## config.mk

```make
export PLATFORM = sky130hd
export DESIGN_NAME = tw45_addr_seq
export DESIGN_NICKNAME = d
export VERILOG_FILES = /design/src/rtl/tw45_addr_seq.sv
export SDC_FILE = /design/constraint.sdc
export NUM_CORES = 1
export LEC_CHECK = 0
export ABC_CLOCK_PERIOD_IN_PS = 2800
export BUFFER_PORTS_ARGS = -buffer_cell sky130_fd_sc_hd__buf_2
export CORE_MARGIN = 2
export CORE_UTILIZATION = 59
export DETAILED_ROUTE_END_ITERATION = 10
export GPL_ROUTABILITY_DRIVEN = 0
export HOLD_SLACK_MARGIN = 0.02
export PLACE_DENSITY = 0.91
export SLEW_MARGIN = 5
export SYNTH_ARGS = -nofsm -noshare
export SYNTH_HDL_FRONTEND = slang
export SYNTH_SLANG_ARGS = --single-unit
```

## constraint.sdc

```tcl
create_clock -name clk -period 2.8 [get_ports clk]
set_input_delay 0.14 -clock clk [delete_from_list [all_inputs] [get_ports clk]]
set_output_delay 0.14 -clock clk [all_outputs]
set_load 0.02 [all_outputs]
```

## src/rtl/tw45_addr_seq.sv

```systemverilog
`default_nettype none
// +----------------------------------------------------------------------------+
// | Module   : tw45_addr_seq                                                   |
// | Function : Row-major twiddle-number sequencer for a 45-entry table,        |
// |            addr(r,c) = (r*c*S) mod 45 built from add/compare only.         |
// | Revision : 1.0  initial release                                            |
// +----------------------------------------------------------------------------+
module tw45_addr_seq #(
  parameter int TW_LAT = 0
) (
  input  logic        clk,
  input  logic        rst,
  input  logic        start,
  input  logic [5:0]  rows,
  input  logic [5:0]  cols,
  input  logic [5:0]  step,
  output logic [10:0] addr,
  output logic        addr_vld,
  input  logic        addr_rdy,
  output logic        last,
  output logic        tw_vld,
  output logic        busy,
  output logic        done,
  output logic        cfg_err
);

  localparam logic [6:0] c_TW_N = 7'd45;

  typedef enum logic [1:0] {
    S_IDLE = 2'd0,
    S_RUN  = 2'd1,
    S_DONE = 2'd2
  } state_t;

  state_t     r_state;
  logic [5:0] r_rows, r_cols, r_step;
  logic [5:0] r_row, r_col, r_acc, r_inc;
  logic       r_cfg_err;

  logic       w_run, w_fire, w_last, w_col_end, w_cfg_ok;
  logic [6:0] w_acc_sum, w_acc_wrap, w_inc_sum, w_inc_wrap;
  logic [5:0] w_acc_next, w_inc_next;

  // Only factorisations of 45 are accepted, so every run is exactly 45 fires.
  always_comb begin
    w_cfg_ok = 1'b0;
    case ({rows, cols})
      {6'd1,  6'd45},
      {6'd3,  6'd15},
      {6'd5,  6'd9},
      {6'd9,  6'd5},
      {6'd15, 6'd3},
      {6'd45, 6'd1}: w_cfg_ok = (step >= 6'd1) && (step <= 6'd44);
      default:       w_cfg_ok = 1'b0;
    endcase
  end

  assign w_run     = (r_state == S_RUN);
  assign w_fire    = w_run & addr_rdy;
  assign w_col_end = (r_col == r_cols - 6'd1);
  assign w_last    = w_run && w_col_end && (r_row == r_rows - 6'd1);

  // Both operands stay below 45, so one conditional subtract keeps the result in range.
  assign w_acc_sum  = {1'b0, r_acc} + {1'b0, r_inc};
  assign w_acc_wrap = w_acc_sum - c_TW_N;
  assign w_acc_next = (w_acc_sum >= c_TW_N) ? w_acc_wrap[5:0] : w_acc_sum[5:0];
  assign w_inc_sum  = {1'b0, r_inc} + {1'b0, r_step};
  assign w_inc_wrap = w_inc_sum - c_TW_N;
  assign w_inc_next = (w_inc_sum >= c_TW_N) ? w_inc_wrap[5:0] : w_inc_sum[5:0];

  always_ff @(posedge clk) begin
    if (rst) begin
      r_state   <= S_IDLE;
      r_rows    <= 6'd0;
      r_cols    <= 6'd0;
      r_step    <= 6'd0;
      r_row     <= 6'd0;
      r_col     <= 6'd0;
      r_acc     <= 6'd0;
      r_inc     <= 6'd0;
      r_cfg_err <= 1'b0;
    end else begin
      r_cfg_err <= 1'b0;
      case (r_state)
        S_IDLE: begin
          if (start) begin
            if (w_cfg_ok) begin
              r_state <= S_RUN;
              r_rows  <= rows;
              r_cols  <= cols;
              r_step  <= step;
              r_row   <= 6'd0;
              r_col   <= 6'd0;
              r_acc   <= 6'd0;
              r_inc   <= 6'd0;
            end else begin
              r_cfg_err <= 1'b1;
            end
          end
        end
        S_RUN: begin
          if (w_fire) begin
            if (w_last) begin
              r_state <= S_DONE;
            end else if (w_col_end) begin
              r_row <= r_row + 6'd1;
              r_col <= 6'd0;
              r_acc <= 6'd0;
              r_inc <= w_inc_next;
            end else begin
              r_col <= r_col + 6'd1;
              r_acc <= w_acc_next;
            end
          end
        end
        S_DONE:  r_state <= S_IDLE;
        default: r_state <= S_IDLE;
      endcase
    end
  end

  assign addr     = w_run ? {5'b0, r_acc} : 11'd0;
  assign addr_vld = w_run;
  assign last     = w_last;
  assign busy     = w_run;
  assign done     = (r_state == S_DONE);
  assign cfg_err  = r_cfg_err;

  generate
    if (TW_LAT == 0) begin : g_tw_comb
      assign tw_vld = w_fire;
    end else begin : g_tw_reg
      logic r_tw_vld;
      always_ff @(posedge clk) begin
        if (rst) r_tw_vld <= 1'b0;
        else     r_tw_vld <= w_fire;
      end
      assign tw_vld = r_tw_vld;
    end
  endgenerate

endmodule
`default_nettype wire

```

==> flow_summary_export.csv <==
group,metric,value,unit
timing,period_share,94.3,%
timing,max_slew_margin,59.8,%
run_status,outcome,"complete, no violations",
worst_setup_path,rr_endpoint,"r_col[5]$_SDFFE_PP0P_",
worst_setup_path,cp-start-kind,"register",
routing,firstDrtPassIters,5,
clock_network,post_cts_buffers,0,
clock_network,clock-root-buffer,"clkbuf_8",
global_route,grt_pass1_vias,2770,
routing,drcViolationCount,0,
min_path,hold_path.class,"in -> reg",
min_path,hold_depth,3,
power,finalPower,1.20,mW
routing,routed_wirelength,7660,um
routing,drt-wirelength-per-cell,15.7,um
worst_setup_path,r2r-start,"r_cols[0]$_SDFFE_PP0P_",
power,powerDensity,337,nW/um^2
timing,clock-skew-final,6.83,ps
clock_network,cts_tree,"done",
worst_setup_path,crit_fanout,7,
clock_network,cts_max_path_buffers,2,
layout,layout-drive-gt1-share,17.2,%
layout,final_nets,463,
worst_setup_path,reg2reg_depth,9,
synth,netlist_top_cells_area,"dfxtp_1, ha_1, nor2_1",
worst_setup_path,crit_type,"reg -> out",
clock_network,numClockSinks,45,
global_route,overflow,0,
synth,synthFlopType,"dfxtp_1",
worst_setup_path,crit_required,2660,ps
power,p_leak,1.42,nW
timing,tns,0,ps
die,io_pins,39,
routing,vias,2961,
layout,fill_cells,398,
clock_network,numCtsBuffers,5,
clock_network,cts_hold_buffers,0,
synth,yosysWarningCount,0,
die,start_util,62.2,%
die,die_area,6060,sq um
die,die_x,77.8,um
global_route,grt_max_degree,28,
place,dp_hpwl,5770,um
global_route,antenna_found_initial,0,
global_route,grt_pass1_wl,12400,um
synth,yosys.area.top_type,"dfxtp_1",
clock_network,insertion_delay,310,ps
min_path,holdPathEnd,"r_step[2]$_SDFFE_PP0P_",
clock_network,htree_levels,2,
timing,holdWs,100,ps
worst_setup_path,reg2reg_slack,230,ps
synth,synth_edf_count,0,
power,peakVddDrop,224,uV
layout,syn_to_final_growth,10.6,%
layout,post-route-util,68.8,%
synth,synth_most_common_cell,"nor2_1",
min_path,hp-start,"step[2]",
timing,rsz0062_at_grt,"no",
worst_setup_path,cp-end-kind,"primary output",
routing,routed_via_density,6.06,
synth,syn_area,3220,sq um
timing,worstMarginPinSlew,603,ps
timing,timing_hold_violations_final,0,
synth,syn-instance-count,386,
place,port_buffers,33,
synth,yosysSeqAreaShare,28.0,%
timing,timing.fmax,379,MHz
synth,ys_ff_latch,45,
worst_setup_path,cp-startpoint,"r_cols[0]$_SDFFE_PP0P_",
timing,fin_crit,2640,ps
routing,ant_nets,0,
layout,antenna_cells,0,
die,rows,26,
routing,drt_iter0_drc,249,
clock_network,clk_pin_slew_worst_paths,90,ps
synth,async_flop_share,0,%
timing,setup_viol,0,
global_route,track_usage,25.5,%
die,die_h,77.8,um
synth,avgSynthCellArea,8.33,sq um
timing,slew_violations,0,
synth,yosys-top-cells-count,"nor2_1, dfxtp_1, inv_1, nand2_1, ha_1",
flow_run,cap_violations,0,
die,core_area,5170,sq um
worst_setup_path,critPathArrivalTime,2500,ps
synth,synth_top_area_share,28.0,%
synth,yosysUniqueCellTypes,70,
## where the power goes
part	switching (mW)	leakage, nW	internal (mW)
Clock	0.231	0.0540	0.260
Sequential	0.000387	0.363	0.640
Combinational	0.0439	1.00	0.0241
Total	0.275	1.42	0.924
## per-layer routing
layer | vias up | GRT usage (%) | wire length [um]
li1 | 1448 | - | -
met1 | 1375 | 32.2 | 3390
met2 | 116 | 42.6 | 3650
met3 | 22 | 4.77 | 379
met4 | 0 | 10.7 | 239
met5 | - | 0 | 0
## per-stage QoR
stage / cell area [sq um] / setup WS [ps] / std cells
finish: 3560 / 160 / 489
floorplan: 3230 / 370 / 390
CTS: 3530 / 56.4 / 489
global placement: 3430 / 258 / 482
detailed placement: 3430 / 131 / 482
global route: 3560 / 15.3 / 489
## how the worst max path moves through the flow
stage,to,slack (ps),cells after the start
floorplan,r_inc[3]$_SDFFE_PP0P_,370,11
global placement,r_inc[3]$_SDFFE_PP0P_,260,11
detailed placement,r_inc[2]$_SDFFE_PP0P_,130,11
CTS,last,60,7
global route,last,20,7
finish,last,160,7
## what timing repair did
item / in CTS / in global routing
resized for setup: 0 / 5
setup endpoints to repair: 0 / 6
hold endpoints to repair: 0 / 0
## flip-flops by register name, summed over array words and instances (netlist names)
name     flops
cfg_err      1
r_acc        6
r_col        6
r_cols       6
r_inc        6
r_row        6
r_rows       6
r_state      2
r_step       6
## worst max-delay path, cell delays in order (launching register included)
cell and delay [ps]:
dfxtp_1 440, inv_1 90, ha_1 320, xnor2_1 190
a2111oi_4 500, nand4_4 310, inv_1 160, buf_2 180
## area by class of cell
class	count	area, sq um	share of cell area, %
clock inverter	2	35.0	0.985
clock buffer	5	68.8	1.93
inverter	28	105	2.95
sequential	45	901	25.3
timing repair buffer	36	188	5.28
multi-input combinational	303	2170	61.1
tap	70	87.6	2.46
## logic make-up after synthesis
logic type	after synthesis	synth area share [%]
buffers and inverters	42	5.95
flip-flops	45	28.0
AND/OR/NAND/NOR	141	23.2
adder cells (fa/ha/maj)	22	9.03
other	1	0.117
multiplexers	17	5.29
AO/OA/AOI/OAI	92	21.3
XOR/XNOR	26	7.08
## layout by cell type, fill, tap and decap left out, drive strengths merged, types with 4 or more instances in the layout
| master | n |
|---|---|
| nand4 | 8 |
| nand2 | 26 |
| nor2 | 47 |
| clkbuf | 5 |
| or3 | 4 |
| dfxtp | 45 |
| nand2b | 4 |
| xnor2 | 17 |
| xor2 | 9 |
| mux2i | 17 |
| o21ai | 18 |
| o22ai | 7 |
| inv | 28 |
| o21a | 5 |
| ha | 20 |
| a21oi | 19 |
| o21ba | 4 |
| nand3 | 17 |
| nor4 | 4 |
| a211oi | 5 |
| and2 | 5 |
| nor3 | 11 |
| o31ai | 5 |
| a21o | 5 |
| conb | 5 |
| buf | 36 |
No activity file was read; power rests on OpenSTA's default activity.
